## src/rtl/spi_master.sv

```systemverilog
// SPI master shift engine: latches a word and mode on start, runs one
// MSB-first transfer on sclk/mosi/miso under cs_n, returns rx_data with done.
//
// Ports:
//   clk, rst_n        system clock, async active-low reset
//   start             transfer request, honoured only in IDLE
//   spi_mode[1:0]     [1]=CPOL, [0]=CPHA, latched with start
//   tx_data           word to send, latched with start
//   busy              high from the cycle after start through HOLD
//   done              one-cycle completion pulse
//   rx_data           last received word, updated with done
//   sclk, mosi, cs_n  SPI outputs (all registered)
//   miso              SPI data in
module spi_master #(
    parameter int W_DATA  = 32,
    parameter int CLK_DIV = 4
) (
    input  logic              clk,
    input  logic              rst_n,
    input  logic              start,
    input  logic [1:0]        spi_mode,
    input  logic [W_DATA-1:0] tx_data,
    output logic              busy,
    output logic              done,
    output logic [W_DATA-1:0] rx_data,
    output logic              sclk,
    output logic              mosi,
    input  logic              miso,
    output logic              cs_n
);

    localparam int DIV_W  = (CLK_DIV > 1) ? $clog2(CLK_DIV) : 1;
    localparam int EDGE_W = $clog2(2 * W_DATA);

    localparam logic [DIV_W-1:0]  DIV_LAST  = DIV_W'(CLK_DIV - 1);
    localparam logic [EDGE_W-1:0] EDGE_LAST = EDGE_W'(2 * W_DATA - 1);

    typedef enum logic [2:0] {
        S_IDLE,
        S_SETUP,
        S_XFER,
        S_HOLD,
        S_DONE
    } state_t;

    state_t              r_state;
    logic [DIV_W-1:0]    r_div;
    logic [EDGE_W-1:0]   r_edge;
    logic [W_DATA-1:0]   r_tx;
    logic [W_DATA-1:0]   r_rx;
    logic [W_DATA-1:0]   r_rx_data;
    logic                r_cpol;
    logic                r_cpha;
    logic                r_sclk;
    logic                r_mosi;
    logic                r_cs_n;
    logic                r_busy;
    logic                r_done;

    logic                w_tick;
    logic [EDGE_W-1:0]   w_k;
    logic                w_lead;
    logic                w_shift;
    logic                w_sample;

    // w_k is the index of the sclk edge issued on this tick: the tick that
    // ends SETUP issues edge 0, each XFER tick issues the one after r_edge.
    assign w_tick   = (r_div == DIV_LAST);
    assign w_k      = (r_state == S_SETUP) ? '0 : r_edge + 1'b1;
    assign w_lead   = ~w_k[0];
    assign w_shift  = r_cpha ? (w_lead && (w_k != '0))
                             : (!w_lead && (w_k != EDGE_LAST));
    assign w_sample = r_cpha ? !w_lead : w_lead;

    always_ff @(posedge clk or negedge rst_n) begin
        if (!rst_n) begin
            r_state   <= S_IDLE;
            r_div     <= '0;
            r_edge    <= '0;
            r_tx      <= '0;
            r_rx      <= '0;
            r_rx_data <= '0;
            r_cpol    <= 1'b0;
            r_cpha    <= 1'b0;
            r_sclk    <= 1'b0;
            r_mosi    <= 1'b0;
            r_cs_n    <= 1'b1;
            r_busy    <= 1'b0;
            r_done    <= 1'b0;
        end else begin
            r_done <= 1'b0;
            unique case (r_state)
                S_IDLE: begin
                    r_sclk <= spi_mode[1];
                    r_div  <= '0;
                    if (start) begin
                        r_tx    <= tx_data;
                        r_rx    <= '0;
                        r_cpol  <= spi_mode[1];
                        r_cpha  <= spi_mode[0];
                        r_mosi  <= tx_data[W_DATA-1];
                        r_cs_n  <= 1'b0;
                        r_busy  <= 1'b1;
                        r_state <= S_SETUP;
                    end
                end
                S_SETUP, S_XFER: begin
                    if (!w_tick) begin
                        r_div <= r_div + 1'b1;
                    end else begin
                        r_div <= '0;
                        // The tick after the last edge only closes the
                        // final half-period; sclk is already back at CPOL.
                        if (r_state == S_XFER && r_edge == EDGE_LAST) begin
                            r_state <= S_HOLD;
                        end else begin
                            r_state <= S_XFER;
                            r_edge  <= w_k;
                            r_sclk  <= ~r_sclk;
                            if (r_cpha && w_k == '0) begin
                                r_mosi <= r_tx[W_DATA-1];
                            end
                            if (w_shift) begin
                                r_mosi <= r_tx[W_DATA-2];
                                r_tx   <= r_tx << 1;
                            end
                            if (w_sample) begin
                                r_rx <= {r_rx[W_DATA-2:0], miso};
                            end
                        end
                    end
                end
                S_HOLD: begin
                    r_sclk <= r_cpol;
                    if (!w_tick) begin
                        r_div <= r_div + 1'b1;
                    end else begin
                        r_div     <= '0;
                        r_cs_n    <= 1'b1;
                        r_busy    <= 1'b0;
                        r_done    <= 1'b1;
                        r_rx_data <= r_rx;
                        r_state   <= S_DONE;
                    end
                end
                S_DONE: begin
                    r_edge  <= '0;
                    r_state <= S_IDLE;
                end
                default: begin
                    r_state <= S_IDLE;
                end
            endcase
        end
    end

    assign busy    = r_busy;
    assign done    = r_done;
    assign rx_data = r_rx_data;
    assign sclk    = r_sclk;
    assign mosi    = r_mosi;
    assign cs_n    = r_cs_n;

endmodule

```

## config.mk

```make
export PLATFORM = sky130hd
export DESIGN_NAME = spi_master
export DESIGN_NICKNAME = d
export VERILOG_FILES = /design/src/rtl/spi_master.sv
export SDC_FILE = /design/constraint.sdc
export NUM_CORES = 1
export LEC_CHECK = 0
export ABC_AREA = 1
export CORE_ASPECT_RATIO = 1.2
export CORE_MARGIN = 2
export CORE_UTILIZATION = 40
export DETAILED_ROUTE_END_ITERATION = 10
export PLACE_DENSITY = 0.63
export SLEW_MARGIN = 20
export SYNTH_ARGS = -nofsm -noshare
export SYNTH_HDL_FRONTEND = slang
export SYNTH_SLANG_ARGS = --single-unit
```

## constraint.sdc

```tcl
create_clock -name clk -period 2.1 [get_ports clk]
set_clock_uncertainty 0.15 [all_clocks]
set_input_delay 0.21 -clock clk [delete_from_list [all_inputs] [get_ports clk]]
set_output_delay 0.21 -clock clk [all_outputs]
set_load 0.005 [all_outputs]
```

**Yosys cells after proc, flatten, opt, wreduce, memory -nomap -nowiden**

Index checks and enable logic that the tools add are counted.

- Mux-type cells: 40
- Bitwise gates (word level): 2
- Reduce and logical (&&, ||, !) cells: 23
- Equal/unequal tests: 14
- Add/subtract/negate cells: 2

Operators by type and width:

| operator | number |
|---|---|
| $mux W32 | 8 |
| $pmux W32 S2 | 2 |
| $mux W6 | 3 |
| $mux W1 | 16 |
| $reduce_and A5 Y1 | 3 |
| $ne A2 B2 Y1 const B | 6 |
| $pmux W6 S2 | 1 |
| $reduce_and A3 Y1 | 4 |
| $mux W3 | 3 |
| $pmux W3 S3 | 1 |
| $reduce_bool A2 Y1 | 4 |
| $add A6 B1 Y6 const B | 1 |
| $eq A3 B2 Y1 const B | 2 |
| $eq A6 B6 Y1 const B | 1 |
| $logic_not A6 Y1 | 1 |
| $ne A6 B6 Y1 const B | 1 |
| $pmux W1 S2 | 3 |
| $reduce_bool A6 Y1 | 1 |
| $logic_and A1 B1 Y1 | 4 |
| $pmux W2 S2 | 1 |
| $reduce_and A2 Y1 | 2 |
| $eq A3 B1 Y1 const B | 1 |
| $eq A3 B3 Y1 const B | 1 |
| $logic_not A3 Y1 | 1 |
| other kinds (9) | 10 |

- Bits in registers: 114
- Output and inout bits: 37

**Depth between registers and ports, before layout**

- Depth in word-level cells: 9
- Mapped depth: 15
- Depth with buffers taken out: 15

**Worst setup path before layout**

No wires, ideal clock.

- Kind: reg-to-reg
- Start point: reg r_edge[0]
- End point: reg r_tx[1]
- Data arrival time: 1.699 ns
- Setup time: 0.117 ns
- Setup slack: 0.135 ns
- Period minus slack after synthesis: 1.965 ns
- Required time: 1.833 ns
- Cell stages (with the launch flop): 15
- Path buffers: 1
- Cells stage by stage: dfrtp_1 ha_1 nand2_1 inv_1 nor2_1 nand3_1 nor2_1 nand3_1 nand2_1 nand3_1 nand2_1 inv_2 buf_4 nand2_1 nand2_1

- Longest elaborated chain between the ends: 7
- Elaborated cells between the ends (all ways): 13
- Classes of those cells: add/sub: 1; eq/ne: 4; mux: 2; bitwise: 1; reduce/logical: 5

RTL lines:

| item | line | text |
|---|---|---|
| start: declaration | 48 | `logic [EDGE_W-1:0] r_edge;` |
| start signal: assignment | 118 | `r_edge <= w_k;` |
| $add A6 B1 Y6 | 69 | `assign w_k = (r_state == S_SETUP) ? '0 : r_edge + 1'b1;` |
| $mux W6 | 69 |  |
| $ne A6 B6 Y1 (tied with other cells) | 72 | `: (!w_lead && (w_k != EDGE_LAST));` |
| $logic_and A1 B1 Y1, on equally long branches | 72, 71 |  |
| $mux W1 | 71 | `assign w_shift = r_cpha ? (w_lead && (w_k != '0))` |
| $ne A2 B2 Y1 (no source line) | - |  |
| $reduce_and A5 Y1 (no source line) (*) | - |  |
| end signal: assignment | 97 | `r_tx <= tx_data;` |
| end signal: assignment | 125 | `r_tx <= r_tx << 1;` |
| end: declaration | 49 | `logic [W_DATA-1:0] r_tx;` |

Every way passes the cells marked *; elsewhere a longest branch is shown, timed or not.
A chain may end at the register's enable or synchronous reset.

**Worst setup path after layout**

- Start point: reg r_edge[1]
- End point: reg r_tx[21]

- Longest elaborated chain between the ends: 7
- Elaborated cells between the ends (all ways): 12
- Classes of those cells: add/sub: 1; eq/ne: 4; mux: 2; reduce/logical: 5

RTL lines:

| item | line |
|---|---|
| $add A6 B1 Y6 | 69 |
| $mux W6 | 69 |
| $ne A6 B6 Y1 or $reduce_bool A6 Y1 (tied branches) | 72, 71 |
| $logic_and A1 B1 Y1, on equally long branches | 72, 71 |
| $mux W1 | 71 |
| $ne A2 B2 Y1 (no source line) | - |
| $reduce_and A5 Y1 (no source line) (*) | - |

Marked as above.

==> metrics.txt <==
# TYPE chip_impl_metric gauge
chip_impl_metric{name="longest_individual_stage_delay_on_the_worst_path",unit="ns"} 0.41
chip_impl_info{name="crit_family",value="simple AND/OR/NAND/NOR gates"} 1
chip_impl_metric{name="cap_violations",unit=""} 0
chip_impl_metric{name="timing.critical_path.arrival",unit="ns"} 2.22
chip_impl_metric{name="timing.final.ws_setup",unit="ns"} 0.07769
chip_impl_metric{name="wirelength",unit="mm"} 11.19
chip_impl_metric{name="final_util",unit="%"} 56.53
chip_impl_metric{name="power_report.internal_total",unit="mW"} 6.664
chip_impl_metric{name="ctsLongestPathBuffers",unit=""} 2
chip_impl_metric{name="post_dp_hpwl",unit="mm"} 7.145
chip_impl_metric{name="synthesis.yosys.warnings",unit=""} 0
chip_impl_metric{name="final.fill_count",unit=""} 1107
chip_impl_metric{name="fp.dieH",unit="um"} 124.8
chip_impl_metric{name="drt_drc_violations_left",unit=""} 0
chip_impl_metric{name="place_ws",unit="ns"} -0.1573
chip_impl_metric{name="hold_ws",unit="ns"} 0.1590
chip_impl_metric{name="fmax",unit="GHz"} 0.4945
chip_impl_metric{name="routedWlPerCell",unit="um"} 13.11
chip_impl_metric{name="drive_above_1_share",unit="%"} 14.02
chip_impl_metric{name="std_cell_rows",unit=""} 44
chip_impl_info{name="min-delay-path-class",value="in -> async"} 1
chip_impl_metric{name="avgSynthCellArea",unit="um2"} 8.427
chip_impl_info{name="unrepaired_setup_endpoints_after_global_routing",value="true"} 1
chip_impl_metric{name="report.final.slew_viol_count",unit=""} 0
chip_impl_info{name="clockRootBuffer",value="clkbuf_16"} 1
chip_impl_info{name="timing.critical_path.from_type",value="flop"} 1
chip_impl_metric{name="ant_nets",unit=""} 0
chip_impl_metric{name="seq_power_share",unit="%"} 29.4
chip_impl_metric{name="ant_diodes",unit=""} 0
chip_impl_metric{name="nets",unit=""} 719
chip_impl_metric{name="timing_hold_violations_final",unit=""} 0
chip_impl_metric{name="comb_power_share",unit="%"} 44.3
chip_impl_metric{name="register_area_share_after_synthesis",unit="%"} 58.70
chip_impl_metric{name="fin_crit",unit="ns"} 2.022
chip_impl_metric{name="ff_latch_area",unit="um2"} 2855
chip_impl_metric{name="power_switching_share",unit="%"} 37.13
chip_impl_metric{name="cp.required",unit="ns"} 2.30
chip_impl_info{name="cp_slowest_cell",value="dfrtp_1"} 1
chip_impl_metric{name="global_route.overflow_total",unit=""} 0
chip_impl_metric{name="place_area",unit="um2"} 5933
chip_impl_metric{name="p_clk_share",unit="%"} 26.3
chip_impl_metric{name="power.leakage",unit="nW"} 3.284
chip_impl_metric{name="cts.htree.levels",unit=""} 4
chip_impl_metric{name="register_clock_pin_slew_on_the_reported_worst_setup_and_hold_paths",unit="ns"} 0.05
chip_impl_metric{name="worst_slew_margin_rel",unit="%"} 67.03
chip_impl_metric{name="fin_tns_setup",unit="ns"} 0
chip_impl_metric{name="number_of_antenna_violations_at_the_first_check_in_global_routing",unit=""} 0
chip_impl_metric{name="fp.dieArea",unit="um2"} 13060
chip_impl_metric{name="drt_pre_antenna_iters",unit=""} 5
chip_impl_info{name="run_status",value="finished clean"} 1
chip_impl_metric{name="final_min_period_over_clock_period",unit="%"} 96.30
chip_impl_metric{name="switching_power",unit="mW"} 3.937
chip_impl_metric{name="multi_input_comb_area",unit="um2"} 1788
chip_impl_metric{name="global_route.usage.met2",unit="%"} 29.72
chip_impl_metric{name="grt_util_met3",unit="%"} 5.181
chip_impl_metric{name="power-per-cell-area",unit="nW/um2"} 1563
chip_impl_metric{name="cp_num_buf_inv",unit=""} 2
chip_impl_metric{name="ios",unit=""} 75
chip_impl_metric{name="first_global_vias",unit=""} 4097
chip_impl_metric{name="design.core.area",unit="um2"} 12000
chip_impl_metric{name="clock_latency",unit="ns"} 0.41
chip_impl_info{name="tritoncts",value="done"} 1
chip_impl_info{name="crit_path_frequent_cell",value="nand2_1"} 1
chip_impl_metric{name="globalRouteMet1Util",unit="%"} 21.39
chip_impl_metric{name="syn-num-nets",unit=""} 617
chip_impl_metric{name="num_vias",unit=""} 4124
chip_impl_metric{name="wire_length_of_the_first_global_routing_pass",unit="mm"} 18.61
chip_impl_metric{name="postLayoutCellArea",unit="um2"} 6784
chip_impl_metric{name="setup_viol_count_final",unit=""} 0
chip_impl_metric{name="area_growth",unit="%"} 39.53
chip_impl_info{name="critical_setup_path_kind",value="reg -> reg"} 1
chip_impl_metric{name="dr.first_iter.drc_count",unit=""} 234
chip_impl_metric{name="synth_area",unit="um2"} 4862
chip_impl_metric{name="place_congestion",unit=""} 0.7543
chip_impl_metric{name="irDropWorstVdd",unit="uV"} 904.1
chip_impl_metric{name="initial_utilization",unit="%"} 40.51
chip_impl_metric{name="grt_max_degree",unit=""} 68
chip_impl_metric{name="cts_buffers",unit=""} 17
chip_impl_metric{name="netlist-cell-type-count",unit=""} 25
chip_impl_info{name="grt-busiest-layer",value="met2"} 1
chip_impl_metric{name="tritoncts_num_sinks",unit=""} 114
chip_impl_metric{name="postSynthRegisterBits",unit=""} 114
chip_impl_metric{name="register_to_register_setup_slack",unit="ns"} 0.08
chip_impl_metric{name="worst_margin_slew",unit="ns"} 0.4945
chip_impl_metric{name="via_per_inst",unit=""} 4.835
chip_impl_metric{name="track_usage",unit="%"} 17.68
chip_impl_info{name="timing.critical_path.to_type",value="flop"} 1
chip_impl_metric{name="die_width",unit="um"} 104.6
chip_impl_info{name="worstPathCellList",value="ha_4 > nor2_2 > nor2_2 > nand2_1 > nand2_1 > nor2_1 > nand3_2 > nand2_2 > nand3_4 > nand2_4 > buf_12 > clkbuf_16 > nand2_1 > nand2_1"} 1
chip_impl_metric{name="port_buffers",unit=""} 74
chip_impl_metric{name="timing.critical_path.fanout_max",unit=""} 7
chip_impl_metric{name="syn_inst",unit=""} 577
## placed cells by master (no fill, tap or decap), types with 2 or more instances in the layout
cell / netlist / layout
nand2_1: 255 / 248
dfrtp_1: 113 / 112
clkdlybuf4s50_1: 0 / 73
inv_1: 52 / 51
o21ai_0: 40 / 39
o22ai_1: 36 / 36
buf_4: 4 / 21
clkbuf_16: 0 / 19
nand3_1: 18 / 11
nor2_1: 16 / 11
buf_12: 0 / 8
nand3_2: 0 / 7
nand2_2: 0 / 6
inv_2: 4 / 4
nor2_2: 0 / 4
clkinvlp_4: 0 / 4
clkinv_4: 0 / 4
buf_6: 0 / 3
nand3_4: 1 / 2
a21oi_2: 1 / 2
bufinv_16: 0 / 2
clkbuf_1: 13 / 2
clkinv_2: 0 / 2
## power groups by stage
stage / sequential, mW / combinational [mW] / clock, mW
2_1_floorplan: 3.09 / 2.54 / 0
3_3_place_gp: 3.11 / 3.94 / 0
3_5_place_dp: 3.14 / 4.05 / 0
4_1_cts: 3.11 / 4.09 / 2.85
5_1_grt: 3.19 / 5.25 / 2.96
6_report: 3.12 / 4.69 / 2.79
## cell families (layout without fill, tap and decap cells)
logic type,count (synthesis),count (layout),share of synthesized area [%]
buffers and inverters,82,196,6.871
AND/OR/NAND/NOR,294,295,23.80
adder cells (fa/ha/maj),2,2,0.5146
flip-flops,114,114,58.70
AO/OA/AOI/OAI,85,85,10.11
## cells in the mapped netlist (all sizes together)
cell type	number	share of area, %
o22ai	36	4.6
dfrtp	113	58
o31ai	1	0.15
nand4	1	0.13
a22o	1	0.18
nor3	3	0.54
o32ai	1	0.18
o21a	1	0.15
a221oi	1	0.18
nor2	16	1.2
nand2	255	20
ha	2	0.51
dfstp	1	0.54
a21oi	3	0.39
inv	56	4.3
a31oi	1	0.13
clkbuf	13	1.0
buf	13	1.5
o21ai	40	4.1
nand3	19	2.2
## through the flow
step	power [mW]	instances
global route	11.40	853
global placement	7.051	808
CTS	10.05	841
finish	10.60	853
floorplan	5.621	577
detailed placement	7.191	808
## layout make-up
type                       instances  share of cell area [%]
clock buffer                      20                   6.584
clock inverter                    12                   1.992
inverter                          56                   3.172
multi-input combinational        382                   26.36
sequential                       114                   42.09
tap                              161                   2.969
timing repair buffer             108                   16.84
## registers in the layout, indices dropped and copies added (netlist names), 2 cells and up
| name | cells |
|---|---|
| r_div | 2 |
| r_rx | 32 |
| r_tx | 32 |
| r_edge | 6 |
| rx_data | 32 |
| r_state | 3 |
## timing repair
action / in CTS / in global routing
hold buffers: 1 / 0
hold endpoints to repair: 33 / 0
setup buffers: 0 / 8
pin swaps: 1 / 9
cloned: 0 / 4
gates resized for setup: 4 / 31
setup endpoints to repair: 32 / 72
## layer usage
| layer | up-vias | wire (um) | part of all wire (%) |
|---|---|---|---|
| met3 | 12 | 562 | 5.0 |
| met5 | - | 0 | 0 |
| met4 | 0 | 136 | 1.2 |
| li1 | 2036 | - | - |
| met1 | 1960 | 4830 | 43 |
| met2 | 116 | 5655 | 51 |
## worst register-to-register path, cell delays in order, from the launching register on
cell and delay [ns]:
dfrtp_1 0.41, ha_4 0.19, nor2_2 0.10, nor2_2 0.05
nand2_1 0.07, nand2_1 0.06, nor2_1 0.13, nand3_2 0.10
nand2_2 0.10, nand3_4 0.08, nand2_4 0.11, buf_12 0.14
clkbuf_16 0.15, nand2_1 0.05, nand2_1 0.06
## path summary, 6_finish.rpt
kind / to / cells past startpoint / from
max: r_tx[21]$_DFFE_PN0P_ / 14 / r_edge[1]$_DFFE_PN0P_
min: rx_data[25]$_DFFE_PN0P_ / 2 / rst_n
max reg2reg: r_tx[21]$_DFFE_PN0P_ / 14 / r_edge[1]$_DFFE_PN0P_
min reg2reg: rx_data[6]$_DFFE_PN0P_ / 2 / rx_data[6]$_DFFE_PN0P_
max in group asynchronous: cs_n$_DFFE_PN1P_ / 3 / rst_n
min in group clk: r_tx[0]$_DFFE_PN0P_ / 3 / tx_data[0]
(Power assumes the default switching activity.)
